--- src/rtl/gate3_stim_gen.sv ---
// gate3_stim_gen: drives a 3-input AND cell from registers, samples its
// looped-back output on Q_IN, and counts applied vectors, output toggles
// and mismatches against the ideal AND of the applied inputs.
module gate3_stim_gen #(
  parameter int          CNT_W     = 16,
  parameter logic [15:0] LFSR_SEED = 16'hACE1
) (
  input  logic             CLK,
  input  logic             RST,
  input  logic             START,
  input  logic [1:0]       MODE,
  input  logic [CNT_W-1:0] NVEC,
  input  logic             Q_IN,
  output logic             IN1,
  output logic             IN2,
  output logic             IN3,
  output logic             BUSY,
  output logic             DONE,
  output logic [CNT_W-1:0] VEC_CNT,
  output logic [CNT_W-1:0] TOGGLE_CNT,
  output logic [CNT_W-1:0] ERR_CNT
);

  typedef enum logic [1:0] {
    S_IDLE = 2'd0,
    S_RUN  = 2'd1,
    S_FIN  = 2'd2
  } state_t;

  // An all-zero seed would lock the LFSR, so it is swapped for the default
  localparam logic [15:0]      SEED_EFF = (LFSR_SEED == 16'h0000) ? 16'hACE1 : LFSR_SEED;
  localparam logic [CNT_W-1:0] CNT_ONE  = {{(CNT_W-1){1'b0}}, 1'b1};
  localparam logic [CNT_W-1:0] CNT_MAX  = {CNT_W{1'b1}};

  state_t           state_q, state_d;
  logic [1:0]       mode_q, mode_d;
  logic [CNT_W-1:0] nvec_q, nvec_d;
  logic [CNT_W-1:0] vec_cnt_q, vec_cnt_d;
  logic [CNT_W-1:0] tog_cnt_q, tog_cnt_d;
  logic [CNT_W-1:0] err_cnt_q, err_cnt_d;
  logic             prev_q, prev_d;
  logic [15:0]      lfsr_q, lfsr_d;
  logic [2:0]       vec_q, vec_d;

  logic [15:0]      lfsr_next;
  logic [CNT_W-1:0] vec_cnt_inc;
  logic             exp_bit;

  // Fibonacci step for x^16+x^14+x^13+x^11+1, shifting toward bit 0
  assign lfsr_next = {lfsr_q[0] ^ lfsr_q[2] ^ lfsr_q[3] ^ lfsr_q[5], lfsr_q[15:1]};

  // Saturating increment shared by all counters
  function automatic logic [CNT_W-1:0] sat_inc(input logic [CNT_W-1:0] v);
    return (v == CNT_MAX) ? v : v + CNT_ONE;
  endfunction

  // Next-state, vector generation and counter updates
  always_comb begin
    state_d     = state_q;
    mode_d      = mode_q;
    nvec_d      = nvec_q;
    vec_cnt_d   = vec_cnt_q;
    tog_cnt_d   = tog_cnt_q;
    err_cnt_d   = err_cnt_q;
    prev_d      = prev_q;
    lfsr_d      = lfsr_q;
    vec_d       = vec_q;
    vec_cnt_inc = sat_inc(vec_cnt_q);
    exp_bit     = &vec_q;

    case (state_q)
      S_IDLE: begin
        vec_d = 3'b000;
        if (START) begin
          mode_d    = MODE;
          nvec_d    = NVEC;
          vec_cnt_d = '0;
          tog_cnt_d = '0;
          err_cnt_d = '0;
          prev_d    = 1'b0;
          lfsr_d    = SEED_EFF;
          if (NVEC != '0) begin
            state_d = S_RUN;
            case (MODE)
              2'd1:    vec_d = SEED_EFF[2:0];
              2'd2:    vec_d = 3'b001;
              default: vec_d = 3'b000;
            endcase
          end else begin
            state_d = S_FIN;
          end
        end
      end

      S_RUN: begin
        if (Q_IN != exp_bit) begin
          err_cnt_d = sat_inc(err_cnt_q);
        end
        if (Q_IN != prev_q) begin
          tog_cnt_d = sat_inc(tog_cnt_q);
        end
        prev_d    = Q_IN;
        vec_cnt_d = vec_cnt_inc;
        if (vec_cnt_q == nvec_q - CNT_ONE) begin
          state_d = S_FIN;
          vec_d   = 3'b000;
        end else begin
          case (mode_q)
            2'd1: begin
              lfsr_d = lfsr_next;
              vec_d  = lfsr_next[2:0];
            end
            2'd2:    vec_d = {vec_q[1:0], vec_q[2]};
            default: vec_d = vec_cnt_inc[2:0];
          endcase
        end
      end

      S_FIN: begin
        vec_d   = 3'b000;
        state_d = S_IDLE;
      end

      default: begin
        vec_d   = 3'b000;
        state_d = S_IDLE;
      end
    endcase
  end

  // State and datapath registers with asynchronous reset
  always_ff @(posedge CLK or posedge RST) begin
    if (RST) begin
      state_q   <= S_IDLE;
      mode_q    <= 2'd0;
      nvec_q    <= '0;
      vec_cnt_q <= '0;
      tog_cnt_q <= '0;
      err_cnt_q <= '0;
      prev_q    <= 1'b0;
      lfsr_q    <= LFSR_SEED;
      vec_q     <= 3'b000;
    end else begin
      state_q   <= state_d;
      mode_q    <= mode_d;
      nvec_q    <= nvec_d;
      vec_cnt_q <= vec_cnt_d;
      tog_cnt_q <= tog_cnt_d;
      err_cnt_q <= err_cnt_d;
      prev_q    <= prev_d;
      lfsr_q    <= lfsr_d;
      vec_q     <= vec_d;
    end
  end

  assign IN1        = vec_q[0];
  assign IN2        = vec_q[1];
  assign IN3        = vec_q[2];
  assign BUSY       = (state_q == S_RUN);
  assign DONE       = (state_q == S_FIN);
  assign VEC_CNT    = vec_cnt_q;
  assign TOGGLE_CNT = tog_cnt_q;
  assign ERR_CNT    = err_cnt_q;

endmodule

--- config.mk ---
export PLATFORM = sky130hd
export DESIGN_NAME = gate3_stim_gen
export DESIGN_NICKNAME = d
export VERILOG_FILES = /design/src/rtl/gate3_stim_gen.sv
export SDC_FILE = /design/constraint.sdc
export NUM_CORES = 1
export LEC_CHECK = 0
export ABC_CLOCK_PERIOD_IN_PS = 2900
export BUFFER_PORTS_ARGS = -buffer_cell sky130_fd_sc_hd__buf_2
export CORE_MARGIN = 3
export CORE_UTILIZATION = 44
export DETAILED_ROUTE_END_ITERATION = 8
export PLACE_DENSITY_LB_ADDON = 0.25
export SETUP_SLACK_MARGIN = 0.1
export SLEW_MARGIN = 20
export SYNTH_ARGS = -nofsm -noshare
export SYNTH_HDL_FRONTEND = slang
export SYNTH_SLANG_ARGS = --single-unit
--- constraint.sdc ---
create_clock -name CLK -period 2.9 [get_ports CLK]
set_input_delay 0.145 -clock CLK [delete_from_list [all_inputs] [get_ports CLK]]
set_output_delay 0.145 -clock CLK [all_outputs]
set_load 0.01 [all_outputs]
# After elaboration in Yosys (flattened, before gate mapping)
# Index checks and enable logic that the tools add are counted.
dict set report word_totals {
  ff_bits 88
  out_inout_bits 53
  word_cells 75
}
dict set report classes {
  bitwise 3
  add_sub_neg 4
  mux 25
  n_reduce_logical 12
  eq_ne 21
}
# operator n
set op_table {}
lappend op_table {{2-to-1 mux 16 bit} 9}
lappend op_table {{case mux 16 bit (2 select lines)} 4}
lappend op_table {{adder 16 x 1 -> 16 bit, second input constant} 3}
lappend op_table {{== test 16 bit, second input constant} 3}
lappend op_table {{== test 16 bit} 1}
lappend op_table {{nonzero test 16 bit} 1}
lappend op_table {{subtractor 16 x 1 -> 16 bit, second input constant} 1}
lappend op_table {{case mux 3 bit (2 select lines)} 2}
lappend op_table {{AND reduction 4 bit} 3}
lappend op_table {{!= test 2 bit, second input constant} 5}
lappend op_table {{!= test 2 x 1 -> 1 bit, second input constant} 4}
lappend op_table {{== test 2 x 1 -> 1 bit, second input constant} 3}
lappend op_table {{== test 2 bit, second input constant} 3}
lappend op_table {{2-to-1 mux 2 bit} 3}
lappend op_table {{AND reduction 2 bit} 3}
lappend op_table {{AND reduction 3 bit} 2}
lappend op_table {{2-to-1 mux 1 bit} 4}
lappend op_table {{case mux 2 bit (2 select lines)} 1}
lappend op_table {{2-to-1 mux 3 bit} 1}
lappend op_table {{XOR 1 bit} 3}
lappend op_table {{logical NOT 2 bit} 1}
lappend op_table {{!= test 1 bit} 2}
lappend op_table {{case mux 1 bit (2 select lines)} 1}
lappend op_table {{nonzero test 2 bit} 1}
lappend op_table {{OR reduction 2 bit} 1}

# Logic depth before layout (Yosys ltp)
dict set report depth {
  ltp_word 6
  ltp_mapped 12
}

# Least setup slack after synthesis
# No wires, ideal clock.
dict set report synth_path {
  path_kind {flip-flop to flip-flop}
  start {register nvec_q[0]}
  end {register lfsr_q[0]}
  path_slack_ns 0.441
  synth_period_minus_slack_ns 2.459
  setup_time_ns 0.075
  n_path_buf 3
  arrival_time_ns 2.384
  required_time_ns 2.825
  stages_incl_launch_ff 13
  cell_sequence {dfrtp_1 inv_1 ha_1 nor2b_1 buf_2 nand3_1 xnor2_1 nor4_2 nand4_1 o311a_1 buf_6 buf_6 mux2i_1}
}
dict set report synth_via {
  elab_chain_len 4
}
# item line_no
set synth_lines {}
lappend synth_lines {{start: declaration} 37} ;# logic [CNT_W-1:0] nvec_q, nvec_d;
lappend synth_lines {{start signal: assignment} 146} ;# nvec_q <= nvec_d;
lappend synth_lines {{subtractor 16 x 1 -> 16 bit} 104} ;# if (vec_cnt_q == nvec_q - CNT_ONE) begin
lappend synth_lines {{== test 16 bit} 104}
lappend synth_lines {{!= test 2 bit (no source line)} -}
lappend synth_lines {{AND reduction 4 bit (no source line)} -}
lappend synth_lines {{end signal: assignment} 151} ;# lfsr_q <= lfsr_d;
lappend synth_lines {{end: declaration} 42} ;# logic [15:0] lfsr_q, lfsr_d;
# Every way passes these cells.
# A chain may end at the register's enable or synchronous reset.

# Worst setup path after layout
dict set report layout_path {
  start {register nvec_q[1]}
  end {register lfsr_q[13]}
}
# The elaborated chain is that of the path after synthesis.

==> impl_metrics.tcl <==
set metrics [dict create \
    path_cells "inv_1 > ha_1 > nor2b_4 > nand3_1 > xnor2_1 > nor4_2 > nand4_1 > o311a_4 > buf_4 > mux2i_1" \
    switching_power_mw 2.24 \
    grt_pass1_wl_um 20600 \
    p_int_mw 3.23 \
    clock_skew_ns 0.0159 \
    via_count 4270 \
    reg2reg_slack_ns 0.30 \
    ys_ff_latch 88 \
    path_max_fanout 14 \
    async_flop_share 1.00 \
    wl_per_cell_um 15.6 \
    ys_types 50 \
    hp-class "primary input to flip-flop" \
    core_sq_mm 0.0105 \
    drive_above_1_share 0.198 \
    fin_crit_sh 0.897 \
    initial_utilization 0.460 \
    cts_tree "yes" \
    dp_slack_ns -0.0748 \
    ys.flop_type "dfrtp_1" \
    layout_commonest_cell "nand2_1" \
    gp_congestion 0.857 \
    finalSetupViolCount 0 \
    cts_buffers 9 \
    max_slew_margin 0.476 \
    mostFrequentLayoutCells "nand2_1, dfrtp_1, buf_2, nor2_1, nand3_1" \
    hold_slack_ns 0.0255 \
    clock_sinks 88 \
    crit_cells 10 \
    syn_inst 538 \
    fin_ws_ns 0.299 \
    finalCriticalPeriod_ns 2.60 \
    cap_viol_max_count 0 \
    cp-end-kind "flip-flop" \
    p_total_mw 5.48 \
    fmax_ghz 0.384 \
    hold_depth 3 \
    rows 37 \
    required_ns 3.20 \
    drt-total-wl_um 12100 \
    seq_area_frac_synth 0.460 \
    clk_pin_slew_ns 0.10 \
    combPwrFrac 0.427 \
    hold_viol 0 \
    grt_max_degree 50 \
    regToRegStartpoint "nvec_q[1]" \
    cp_slowest_cell "dfrtp_1" \
    final_nets 660 \
    status "complete, no violations" \
    gr-total-overflow 0 \
    drv_slew 0 \
    antenna_left 0 \
    critical_path.top_delay_family "simple AND/OR/NAND/NOR gates" \
    dieHeight_um 111 \
    die-area_sq_mm 0.0122 \
    worstHoldStart "NVEC[10]" \
    die_x_um 111 \
    syn_nets 566 \
    min_to "nvec_q[10]" \
    tightest_slew_ns 0.784 \
    critPathKind "flip-flop to flip-flop" \
    grt_pass1_vias 4144 \
    drc 0 \
    diodes 0 \
    insertion_delay_ns 0.37 \
    synth_area_sq_mm 0.00481 \
    reg2reg_depth 10 \
    clockBufferDepth 2 \
    yosys_warnings 0 \
    r2r-end "lfsr_q[13]" \
    io_buffers 74 \
    worst_ep_arrival_time_ns 2.91 \
    switching_share 0.410 \
    power.density_mw_per_mm2 943 \
    dp_hpwl_um 8600 \
    syn_to_final_growth_pct 20.7 \
    power.share.clock 0.179 \
    grtUsageTotal 0.204 \
    rsz0062_at_grt "true" \
    avgSynthCellArea_sq_um 8.94 \
    crit_buf_inv 2 \
    cp-start-kind "flip-flop" \
    seqPwrFrac 0.394 \
    first_pass_iters 4 \
    root_buffer "clkbuf_8" \
    antenna_found_initial 0 \
    ir_drop_v 0.000423 \
    critPathLaunch "nvec_q[1]" \
    h-tree-depth 3 \
    synth-edff-count 0 \
    p_leak_nw 2.65 \
    max_stage_delay_ns 0.45 \
    first_iter_violations 237 \
    drt-vias-per-instance 5.52 \
    io_pins 75 \
]
state kept, by name, summed over array words and instances, names as in the netlist:
name / flops
ERR_CNT: 16
vec_q: 3
VEC_CNT: 16
prev_q: 1
lfsr_q: 16
TOGGLE_CNT: 16
mode_q: 2
state_q: 2
nvec_q: 16
synthesized netlist by cell type, types with 5 or more instances:
library cell	count	area [sq um]
nand2_1	91	342
dfrtp_1	80	2000
nor2_1	44	165
nand3_1	39	195
o21ai_0	37	185
xnor2_1	27	236
xor2_1	23	201
inv_1	20	75.1
clkbuf_1	17	63.8
nand4_1	17	106
mux2i_1	12	120
nor3_1	12	60.1
a21oi_1	10	50.1
and2_1	8	50.1
dfstp_2	8	210
nor4_1	8	50.1
or3_1	8	50.1
ha_1	6	75.1
and3_1	5	31.3
o22ai_1	5	31.3
o31ai_1	5	37.5
o32ai_1	5	43.8
power by group through the flow:
stage               clock [mW]  sequential (mW)  combinational (mW)
finish                   0.981             2.16                2.34
global route              1.05             2.23                2.64
CTS                       1.00             2.15                2.26
detailed placement           0             2.17                2.24
global placement             0             2.15                2.18
floorplan                    0             2.11                1.62
layer usage:
layer / wire length [um] / GRT usage / share of wire / up-vias
li1: - / - / - / 2071
met4: 219 / 0.0755 / 0.018 / 0
met1: 5520 / 0.278 / 0.46 / 2067
met5: 0 / 0 / 0 / -
met3: 703 / 0.0488 / 0.058 / 16
met2: 5630 / 0.316 / 0.47 / 116
cells by family (layout without fill, tap and decap cells):
kind of cell	Yosys count	after routing	share of synthesized area
AO/OA/AOI/OAI	85	85	0.109
multiplexers	13	13	0.0273
adder cells (fa/ha/maj)	6	6	0.0156
XOR/XNOR	50	50	0.0910
flip-flops	88	88	0.460
AND/OR/NAND/NOR	250	250	0.255
buffers and inverters	46	145	0.0432
per-stage QoR:
step           TNS (ns)  instance area (sq um)   util  std cells
2_1_floorplan         0                   4810      -        538
3_3_place_gp          0                   5350  0.512        736
3_5_place_dp     -0.223                   5350  0.512        736
4_1_cts               0                   5740  0.549        768
5_1_grt               0                   5810  0.555        773
6_report              0                   5810  0.555        773
area by class of cell:
class / instances / area [sq um]
clock buffer: 10 / 128
clock inverter: 6 / 97.6
fill: 1016 / 4650
inverter: 20 / 76.3
multi-input combinational: 404 / 2420
sequential: 88 / 2210
tap: 136 / 170
timing repair buffer: 109 / 711
timing repair:
item / 4_1_cts / 5_1_grt
resized for setup: 2 / 3
endpoints found under the hold margin: 54 / 0
buffers inserted: 0 / 5
pin swaps: 0 / 2
hold buffers: 16 / 0
endpoints found under the setup margin: 16 / 24
how the worst max path moves through the flow:
stage | to | slack (ns)
final | lfsr_q[13] | 0.30
after global routing | lfsr_q[8] | 0.11
after CTS | lfsr_q[12] | 0.14
after detailed placement | lfsr_q[12] | -0.07
after global placement | lfsr_q[1] | 0.07
after floorplan | lfsr_q[0] | 0.44
worst reg2reg max path, delay by kind of cell (launching register included):
kind / cells / cell delay [ns]
compound gates: 1 / 0.43
buf+inv: 2 / 0.26
simple gates: 4 / 0.88
fa+ha+maj: 1 / 0.22
xor+xnor: 1 / 0.15
flops: 1 / 0.45
mux: 1 / 0.15
Power figures use the tool's default switching activity.
